`src/rtl/sm3_msg_padder.sv`:
```
// SM3 message padder: packs a byte stream into 512-bit blocks and appends
// the 0x80 marker, zero fill and 64-bit big-endian bit length.
module sm3_msg_padder #(
  parameter int LEN_W = 64
) (
  input  logic         clk,
  input  logic         rst,
  input  logic [7:0]   in_data,
  input  logic         in_valid,
  input  logic         in_last,
  output logic         in_ready,
  output logic [511:0] blk_data,
  output logic         blk_valid,
  input  logic         blk_ready,
  output logic         blk_first,
  output logic         blk_final,
  output logic         busy
);

  typedef enum logic [1:0] {
    FILL = 2'd0,
    PAD  = 2'd1,
    LEN  = 2'd2,
    OUT  = 2'd3
  } state_t;

  localparam logic [LEN_W-1:0] LEN_STEP  = LEN_W'(8);
  localparam logic [511:0]     BYTE_MASK = {504'd0, 8'hFF};

  // Overwrite byte idx (0 = most significant) of a block.
  function automatic logic [511:0] put_byte(input logic [511:0] blk,
                                            input logic [5:0]   idx,
                                            input logic [7:0]   b);
    logic [8:0] sh;
    sh = {6'd63 - idx, 3'b000};
    return (blk & ~(BYTE_MASK << sh)) | ({504'd0, b} << sh);
  endfunction

  state_t           state_r, state_s;
  logic [511:0]     buf_r, buf_s;
  logic [6:0]       cnt_r, cnt_s;
  logic [LEN_W-1:0] len_r, len_s;
  logic             sent_r, sent_s;
  logic             final_r, final_s;
  logic             first_r, first_s;
  logic             owe_r, owe_s;
  logic             marker_r, marker_s;
  logic             busy_r, busy_s;
  logic             valid_r, valid_s;
  logic             ready_r, ready_s;
  logic             accept_s;
  logic [63:0]      len64_s;

  assign len64_s   = 64'(len_r);
  assign accept_s  = in_valid && ready_r;

  assign in_ready  = ready_r;
  assign blk_data  = buf_r;
  assign blk_valid = valid_r;
  assign blk_first = first_r;
  assign blk_final = final_r;
  assign busy      = busy_r;

  // Next-state and next-output logic for the padding FSM.
  always_comb begin
    state_s  = state_r;
    buf_s    = buf_r;
    cnt_s    = cnt_r;
    len_s    = len_r;
    sent_s   = sent_r;
    final_s  = final_r;
    first_s  = first_r;
    owe_s    = owe_r;
    marker_s = marker_r;
    busy_s   = busy_r;
    valid_s  = valid_r;
    ready_s  = ready_r;
    case (state_r)
      FILL: begin
        if (accept_s) begin
          buf_s  = put_byte(buf_r, cnt_r[5:0], in_data);
          cnt_s  = cnt_r + 7'd1;
          len_s  = len_r + LEN_STEP;
          busy_s = 1'b1;
          if (in_last) begin
            state_s = PAD;
            ready_s = 1'b0;
          end else if (cnt_r == 7'd63) begin
            state_s = OUT;
            ready_s = 1'b0;
            valid_s = 1'b1;
            final_s = 1'b0;
            first_s = !sent_r;
          end else begin
            state_s = FILL;
          end
        end else begin
          state_s = FILL;
        end
      end
      PAD: begin
        state_s = OUT;
        valid_s = 1'b1;
        first_s = !sent_r;
        final_s = 1'b0;
        if (cnt_r <= 7'd55) begin
          buf_s        = put_byte(buf_r, cnt_r[5:0], 8'h80);
          buf_s[63:0]  = len64_s;
          final_s      = 1'b1;
          owe_s        = 1'b0;
          marker_s     = 1'b0;
        end else if (cnt_r <= 7'd63) begin
          buf_s    = put_byte(buf_r, cnt_r[5:0], 8'h80);
          owe_s    = 1'b1;
          marker_s = 1'b0;
        end else begin
          // Block was completely full: the marker moves to the length block.
          owe_s    = 1'b1;
          marker_s = 1'b1;
        end
      end
      LEN: begin
        buf_s          = 512'd0;
        buf_s[511:504] = marker_r ? 8'h80 : 8'h00;
        buf_s[63:0]    = len64_s;
        final_s        = 1'b1;
        first_s        = !sent_r;
        owe_s          = 1'b0;
        marker_s       = 1'b0;
        valid_s        = 1'b1;
        state_s        = OUT;
      end
      OUT: begin
        if (blk_ready) begin
          valid_s = 1'b0;
          buf_s   = 512'd0;
          cnt_s   = 7'd0;
          sent_s  = 1'b1;
          first_s = 1'b0;
          final_s = 1'b0;
          if (owe_r) begin
            state_s = LEN;
            ready_s = 1'b0;
          end else begin
            state_s = FILL;
            ready_s = 1'b1;
          end
          if (final_r) begin
            busy_s = 1'b0;
            sent_s = 1'b0;
            len_s  = '0;
          end else begin
            busy_s = busy_r;
          end
        end else begin
          state_s = OUT;
        end
      end
      default: begin
        state_s = FILL;
        ready_s = 1'b1;
        valid_s = 1'b0;
      end
    endcase
  end

  // State and output registers with synchronous reset.
  always_ff @(posedge clk) begin
    if (rst) begin
      state_r  <= FILL;
      buf_r    <= 512'd0;
      cnt_r    <= 7'd0;
      len_r    <= '0;
      sent_r   <= 1'b0;
      final_r  <= 1'b0;
      first_r  <= 1'b0;
      owe_r    <= 1'b0;
      marker_r <= 1'b0;
      busy_r   <= 1'b0;
      valid_r  <= 1'b0;
      ready_r  <= 1'b1;
    end else begin
      state_r  <= state_s;
      buf_r    <= buf_s;
      cnt_r    <= cnt_s;
      len_r    <= len_s;
      sent_r   <= sent_s;
      final_r  <= final_s;
      first_r  <= first_s;
      owe_r    <= owe_s;
      marker_r <= marker_s;
      busy_r   <= busy_s;
      valid_r  <= valid_s;
      ready_r  <= ready_s;
    end
  end

endmodule

```
`config.mk`:
```
export PLATFORM = sky130hd
export DESIGN_NAME = sm3_msg_padder
export DESIGN_NICKNAME = d
export VERILOG_FILES = /design/src/rtl/sm3_msg_padder.sv
export SDC_FILE = /design/constraint.sdc
export NUM_CORES = 1
export LEC_CHECK = 0
export BUFFER_PORTS_ARGS = -buffer_cell sky130_fd_sc_hd__clkbuf_2
export CAP_MARGIN = 20
export CORE_MARGIN = 5
export CORE_UTILIZATION = 45
export CTS_CLUSTER_DIAMETER = 200
export DETAILED_ROUTE_END_ITERATION = 8
export PLACE_DENSITY_LB_ADDON = 0.2
export SLEW_MARGIN = 25
export SYNTH_ARGS = -nofsm -noshare
export SYNTH_HDL_FRONTEND = slang
export SYNTH_SLANG_ARGS = --single-unit
```
`constraint.sdc`:
```
create_clock -name clk -period 4.7 [get_ports clk]
set_input_delay 0.94 -clock clk [delete_from_list [all_inputs] [get_ports clk]]
set_output_delay 0.94 -clock clk [all_outputs]
set_load 0.01 [all_outputs]
```
Word-level counts from Yosys, hierarchy flattened --
Cells that the tools add are included.
Word-level totals: bits in registers 593, bits of input ports 13, output and inout bits 517, logic and storage cells 95
Cells by class: $add $sub $neg 3, $lt $le $gt $ge 2, equality and inequality tests 11, shift-type cells 3, mux-type cells 48, bitwise operators 4, reductions and logical operators 12
Operators by type and width (count):
- $mux 512 | 4
- $pmux 512 s4 | 1
- $or 512x512->512 | 2
- $shl 8x9->512 const A | 2
- $and 512x512->512 | 1
- $not 512->512 | 1
- $shl 8x9->512 | 1
- $mux 64 | 3
- $pmux 64 s2 | 1
- $add 64x4->64 const B | 1
- $mux 1 | 22
- $le 7x6->1 const B | 2
- $mux 7 | 2
- $pmux 7 s2 | 1
- $reduce_and 4->1 | 3
- $mux 2 | 5
- $ne 2x2->1 const B | 5
- $mux 8 | 1
- $pmux 1 s2 | 4
- $add 7x1->7 const B | 1
- $eq 7x6->1 const B | 1
- $ne 3x3->1 const B | 2
- $pmux 1 s3 | 2
- $pmux 2 s3 | 1
- 11 further kinds | 14

Depth between registers and ports, before layout --
Gate-level depths: netlist (run 1).
depth after elaboration 8, depth in mapped cells 10, mapped depth without buffers 7

Least setup slack after synthesis (run 1) --
OpenSTA, ideal clock, no wires.
kind input to register, from input in_valid, to register len_r[53] (netlist: len64_s[53]), library setup time 0.101 ns, data arrival time 2.336 ns, required time 4.599 ns, slack 2.263 ns, stages on the path 7, buffers on the path 2, cell sequence a21boi_1 nor2_1 clkbuf_1 a31oi_1 buf_2 o211ai_1 o41ai_1
On the way: longest elaborated chain between the ends 3
RTL lines:
- start, declared | RTL line 9 | input logic in_valid,
- $logic_and 1x1->1 | RTL line 55 | assign accept_s = in_valid && ready_r;
- $ne 2x2->1 (no source line)
- $reduce_and 4->1 (no source line)
- end signal, assigned | RTL line 186 | len_r <= len_s;
- end, declared | RTL line 42 | logic [LEN_W-1:0] len_r, len_s;
No other way between the ends. A chain may end at the register's enable or synchronous reset.

Final worst setup path (run 1) --
from register cnt_r[1], to register buf_r[371] (netlist: blk_data[371])
On the way: longest elaborated chain between the ends 8, elaborated cells on any way between the ends 16, those cells by class add/sub: 1; order compare: 2; eq/ne: 1; shift: 3; mux: 4; bitwise: 4; reduce/logical: 1
RTL lines:
- start, declared | RTL line 41 | logic [6:0] cnt_r, cnt_s;
- start signal, assigned | RTL line 185 | cnt_r <= cnt_s;
- $sub 6x6->6 | RTL line 35 | sh = {6'd63 - idx, 3'b000};
- $shl 8x9->512 | RTL line 36 | return (blk & ~(BYTE_MASK << sh)) | ({504'd0, b} << sh);
- $not 512->512 | RTL line 36
- $and 512x512->512 | RTL line 36
- $or 512x512->512 | RTL line 36
- $mux 512 | RTL line 112 | end else if (cnt_r <= 7'd63) begin
- $mux 512 | RTL line 106 | if (cnt_r <= 7'd55) begin
- $pmux 512 s4 | RTL line 78 | case (state_r)
- end signal, assigned | RTL line 184 | buf_r <= buf_s;
- end, declared | RTL line 40 | logic [511:0] buf_r, buf_s;
Parallel ways exist; a longest one is shown, timed or not. The select of a mux whose other input is x is not followed.

==> flow_metrics.tcl, run 1 <==
set metrics [dict create \
    numCtsBuffers 59 \
    syn_to_final_growth_pct 23.5 \
    outcome "finished, final reports clean" \
    rows 81 \
    use_met1_pct 43.1 \
    cp-start-kind "flip-flop" \
    die_h_um 233 \
    cp.arrival_ps 4100 \
    via_per_inst 6.26 \
    postCtsSetupBuffers 0 \
    p_leak_nw 11.2 \
    fin_setup_tns_ps 0 \
    slew_violations 0 \
    fin_nets 2805 \
    core-area_mm2 0.0491 \
    drv_cap 0 \
    layout-drive-gt1-share_pct 24.8 \
    grt_setup_unrepaired "false" \
    worst_pin_slew_ps 1120 \
    fp.dieW_um 233 \
    grt_pass1_vias 20772 \
    antenna_found_initial 1 \
    synth_async_sr_flop_share_pct 0 \
    gp_congestion 1.00 \
    met2_usage_pct 53.7 \
    drt_first_pass_iters 6 \
    fin_cells 3491 \
    synthCells 2306 \
    synth_edf_count 0 \
    die-area_mm2 0.0543 \
    num_io_pins 530 \
    maxSlewHeadroom_pct 25.0 \
    drc 0 \
    grt_usage_pct 33.3 \
    grt_first_pass_wirelength_um 138000 \
    register_area_mm2 0.0118 \
    grt_max_degree 70 \
    wl_per_cell_um 27.5 \
    p_per_area_mw_per_mm2 473 \
    multi_input_area_mm2 0.00976 \
    cts_hold_repair.buffers 0 \
    dpl_cell_area_mm2 0.0256 \
    synth_nets 2330 \
    required_ps 5190 \
    skew_ps 33.7 \
    crit_type "reg -> reg" \
    cts_resized 0 \
    finalSetupViolCount 0 \
    io_buffer_count 529 \
    ys_ff_latch 590 \
    ys_warn_count 0 \
    grt.met3_usage_pct 8.22 \
    overflow 0 \
    cts.reportedPaths.clkPinSlew_ps 60 \
    htree_num_levels 2 \
    ys_seq_area_share_pct 52.7 \
    hold_class "reg -> reg" \
    top_usage_layer "met2" \
    clock_latency_ps 620 \
    period_minus_slack_ps 3610 \
    routed_wirelength_um 95900 \
    vdd_drop_max_v 0.000288 \
    synth_cell_types 72 \
    path_max_fanout 29 \
    fmax_mhz 277 \
    end_kind "flip-flop" \
    clock_sinks 590 \
    drt-initial-drc-count 2430 \
    cts_tree "yes" \
    dp_cells 3383 \
    syn_avg_cell_area_um2 9.72 \
    antenna_left 0 \
    clock_path_buffers 3 \
    ctsRootBufferMaster "clkbuf_16" \
    dpl.hpwl_um 70700 \
    fin_crit_sh_pct 76.9 \
    ys_dominant_reg_cell "dfxtp_1" \
    initial_core_util_pct 45.7 \
    num_vias 21842 \
    syn-cell-area_mm2 0.0224 \
    fin_area_mm2 0.0277 \
    fillCellCount 4434 \
    hold_viol_final 0 \
]
[cell families (layout without fill, tap and decap cells)]
kind of cell               Yosys count  in the layout  share of synthesized area [%]
AOI/OAI and AO/OA                  845            845                           28.4
and+or+nand+nor                    603            603                           12.9
other                                0              1                              0
DFF                                590            590                           52.7
adders and majority gates           11             11                          0.614
muxes                                7              7                          0.313
buffers and inverters              229            749                           4.23
xor gates and xnor gates            21             21                          0.821
[metrics by stage]
| stage | util (%) | hold WS [ps] | power, mW | setup slack (ps) |
|---|---|---|---|---|
| 4_1_cts | 56.3 | 473 | 13.0 | 1190 |
| 5_1_grt | 56.4 | 490 | 13.5 | 905 |
| 6_report | 56.4 | 463 | 13.1 | 1090 |
| 3_5_place_dp | 52.3 | 454 | 8.16 | 1220 |
| 2_1_floorplan | - | 443 | 7.07 | 2260 |
| 3_3_place_gp | 52.2 | 450 | 8.12 | 1300 |
[report_power, final]
part / internal (mW) / switching (mW)
clock network: 2.88 / 2.03
logic: 0.639 / 2.31
registers: 5.11 / 0.115
[synth_stat cells (10+ instances only)]
| library cell | number | area, µm² |
|---|---|---|
| a211oi_1 | 12 | 90.1 |
| a21oi_1 | 124 | 621 |
| a22o_1 | 394 | 3450 |
| a22oi_1 | 24 | 180 |
| a311oi_1 | 24 | 210 |
| buf_2 | 60 | 300 |
| clkbuf_1 | 84 | 315 |
| dfxtp_1 | 590 | 11800 |
| ha_1 | 11 | 138 |
| inv_1 | 72 | 270 |
| nand2_1 | 118 | 443 |
| nand2b_1 | 14 | 87.6 |
| nand3_1 | 150 | 751 |
| nand4_1 | 26 | 163 |
| nor2_1 | 177 | 664 |
| nor2b_1 | 11 | 68.8 |
| nor3_1 | 22 | 110 |
| o211ai_1 | 83 | 623 |
| o21ai_0 | 84 | 420 |
| o22ai_1 | 35 | 219 |
| or2_2 | 10 | 62.6 |
| or3_1 | 29 | 181 |
| xnor2_1 | 19 | 166 |
[state kept, by name, indices dropped and copies added, names as in the netlist]
signal	cells
blk_data	512
blk_final	1
blk_first	1
blk_valid	1
busy	1
cnt_r	7
in_ready	1
len64_s	61
marker_r	1
owe_r	1
sent_r	1
state_r	2
[placed cells by master, fill, tap and decap left out, types with 11 or more instances in the layout]
master / Yosys / final
dfxtp_1: 590 / 590
clkbuf_2: 1 / 528
a22o_1: 394 / 394
nor2_1: 177 / 167
nand3_1: 150 / 150
a21oi_1: 124 / 124
nand2_1: 118 / 118
o21ai_0: 84 / 84
o211ai_1: 83 / 83
inv_1: 72 / 72
clkbuf_16: 0 / 59
buf_4: 3 / 40
o22ai_1: 35 / 34
or3_1: 29 / 29
nand4_1: 26 / 26
a311oi_1: 24 / 24
a22oi_1: 24 / 24
nor3_1: 22 / 22
xnor2_1: 19 / 19
nand2b_1: 14 / 14
clkbuf_1: 84 / 12
clkbuf_8: 0 / 12
nor2b_1: 11 / 11
a211oi_1: 12 / 11
ha_1: 11 / 11
[layer usage]
metal / vias to the layer above / part of all wire (%)
li1: 9648 / -
met4: 0 / 4.6
met3: 249 / 9.9
met2: 1316 / 46
met5: - / 0
met1: 10629 / 40
[worst max-delay path, cell delays in order, from the launching register on]
cell	delay, ps
dfxtp_1	600
ha_1	410
nand4b_1	280
o21a_1	350
a21oi_4	750
buf_4	470
a21oi_1	280
a22o_1	320
[area by class of cell]
class | count | share of cell area, %
diodes | 1 | 0.00905
clock buffers | 83 | 6.10
repair buffers | 570 | 10.8
flip-flops and latches | 590 | 42.7
clock inverters | 23 | 1.14
inverters | 73 | 0.990
well taps | 664 | 3.00
multi-input cells | 1487 | 35.3
[path summary, 6_finish.rpt]
| check | cells after the start | end | start | slack [ps] |
|---|---|---|---|---|
| hold / removal | 1 | blk_data[423]$_SDFFE_PP0P_ | blk_data[423]$_SDFFE_PP0P_ | 460 |
| hold reg to reg | 1 | blk_data[423]$_SDFFE_PP0P_ | blk_data[423]$_SDFFE_PP0P_ | 460 |
| setup reg to reg | 7 | blk_data[371]$_SDFFE_PP0P_ | cnt_r[1]$_SDFFE_PP0P_ | 1090 |
| setup / recovery | 7 | blk_data[371]$_SDFFE_PP0P_ | cnt_r[1]$_SDFFE_PP0P_ | 1090 |
No activity file was read; power rests on OpenSTA's default activity.
==> inputs of run 2 (changes only) <==
==> constraint.sdc (replaced) <==
create_clock -name clk -period 3 [get_ports clk]
set_input_delay 0.6 -clock clk [delete_from_list [all_inputs] [get_ports clk]]
set_output_delay 0.6 -clock clk [all_outputs]
set_load 0.01 [all_outputs]
==> run 2 against run 1 <==
Worst setup slack got worse by 940 ps. Clock-buffer cell count shrank 5. Fmax up 27%. Highest routed layer unchanged. Utilization rose by 2.0 points. Routed wire length rose by 0.75%. Global-route usage increased by 0.44 points. Cell count grew 3.1%. Final area is 3.5% higher.
==> flow_metrics.tcl, run 2 (synthesis results as in run 1) <==
set metrics [dict create \
    fin_setup_tns_ps 0 \
    fmax_mhz 350 \
    cp.arrival_ps 3420 \
    grt_setup_unrepaired "false" \
    power.total_mw 20.9 \
    grt_max_degree 62 \
    clock_sinks 590 \
    die-area_mm2 0.0543 \
    overflow 0 \
    dpl.hpwl_um 71900 \
    drv_cap 0 \
    end_kind "flip-flop" \
    fillCellCount 4367 \
    routed_wirelength_um 96600 \
    worstPathCellList "inv_1 -> ha_1 -> buf_4 -> buf_4 -> nor2_1 -> a21oi_1 -> inv_1 -> a21oi_1 -> a22o_1" \
    via_per_inst 6.16 \
    max_stage_delay_ps 750 \
    cts_tree "yes" \
    antenna_left 0 \
    gp_congestion 0.984 \
    period_minus_slack_ps 2850 \
    grt_first_pass_wirelength_um 140000 \
    slowest_stage "a21oi_1" \
    rows 81 \
    finalSetupViolCount 0 \
    layout_commonest_cell "dfxtp_1" \
    worst_pin_slew_ps 1130 \
    core-area_mm2 0.0491 \
    fin_crit_sh_pct 95.1 \
    drt-initial-drc-count 2606 \
    ctsRootBufferMaster "clkbuf_16" \
    clock_latency_ps 640 \
    hold_class "in -> reg" \
    clock_path_buffers 3 \
    p_per_area_mw_per_mm2 730 \
    hold_viol_final 0 \
    num_vias 22170 \
    mostFrequentLayoutCells "dfxtp_1, clkbuf_2, a22o_1" \
    syn_to_final_growth_pct 27.8 \
    fp.dieW_um 233 \
    grt_pass1_vias 21208 \
    htree_num_levels 2 \
    skew_ps 20.9 \
    slew_violations 0 \
    maxSlewHeadroom_pct 24.6 \
    die_h_um 233 \
    numCtsBuffers 60 \
    antenna_found_initial 1 \
    cts.reportedPaths.clkPinSlew_ps 60 \
    cp-start-kind "flip-flop" \
    grt_usage_pct 33.8 \
    outcome "finished, final reports clean" \
    num_io_pins 530 \
    p_leak_nw 11.8 \
    path_max_fanout 23 \
    required_ps 3560 \
    drc 0 \
    initial_core_util_pct 45.7 \
    layout-drive-gt1-share_pct 27.7 \
    vdd_drop_max_v 0.000524 \
    cts_hold_repair.buffers 0 \
    io_buffer_count 529 \
    fin_nets 2916 \
    largest_register_ffs 512 \
    wl_per_cell_um 26.9 \
    drt_first_pass_iters 7 \
    crit_type "reg -> reg" \
]
-- run 2: where the power goes --
part	internal (mW)	switching, mW	total, mW
registers	8.01	0.150	8.16
clock network	4.42	3.23	7.64
logic	1.40	3.68	5.09
-- run 2: routing by layer --
metal | GRT usage, % | vias to the layer above | part of all wire [%]
met5 | 0 | - | 0
met4 | 13.0 | 0 | 4.5
met3 | 7.91 | 252 | 11
met2 | 54.6 | 1375 | 46
met1 | 44.0 | 10684 | 39
li1 | - | 9859 | -
-- run 2: what timing repair did --
item	4_1_cts	5_1_grt
setup buffers	0	0
gates resized for setup	0	1
endpoints found under the setup margin	0	3
-- run 2: critical path: cells and delay by family (launching register included) --
family / cells / cell delay, ps
AOI/OAI and AO/OA: 3 / 1340
buffers and inverters: 4 / 700
adders and majority gates: 1 / 160
and+or+nand+nor: 1 / 240
DFF: 1 / 330
-- run 2: path summary, 6_finish.rpt --
| check | from | endpoint | slack, ps | cells past startpoint |
|---|---|---|---|---|
| worst max-delay path | state_r[0]$_SDFF_PP0_ | blk_data[334]$_SDFFE_PP0P_ | 150 | 9 |
| worst min-delay path | blk_ready | state_r[0]$_SDFF_PP0_ | 320 | 4 |
| worst max register to register | state_r[0]$_SDFF_PP0_ | blk_data[334]$_SDFFE_PP0P_ | 150 | 9 |
| worst min register to register | blk_data[423]$_SDFFE_PP0P_ | blk_data[423]$_SDFFE_PP0P_ | 470 | 1 |
-- run 2: cell type report --
class | count | area (µm²) | share of cell area (%)
repair buffers | 680 | 3970 | 13.9
multi-input cells | 1487 | 9760 | 34.1
well taps | 664 | 831 | 2.90
diodes | 1 | 2.50 | 0.00874
flip-flops and latches | 590 | 11800 | 41.3
clock inverters | 25 | 313 | 1.09
clock buffers | 78 | 1670 | 5.83
inverters | 73 | 274 | 0.957
-- run 2: metrics by stage --
stage	setup slack [ps]	area (µm²)	hold WS (ps)	std cells	utilization [%]
after floorplan	844	22400	443	2306	-
after global placement	-23.6	26600	447	3492	54.2
after detailed placement	74.0	26600	451	3493	54.3
after CTS	114	28600	295	3596	58.3
after global routing	17.9	28600	364	3598	58.4
final	146	28600	324	3598	58.4
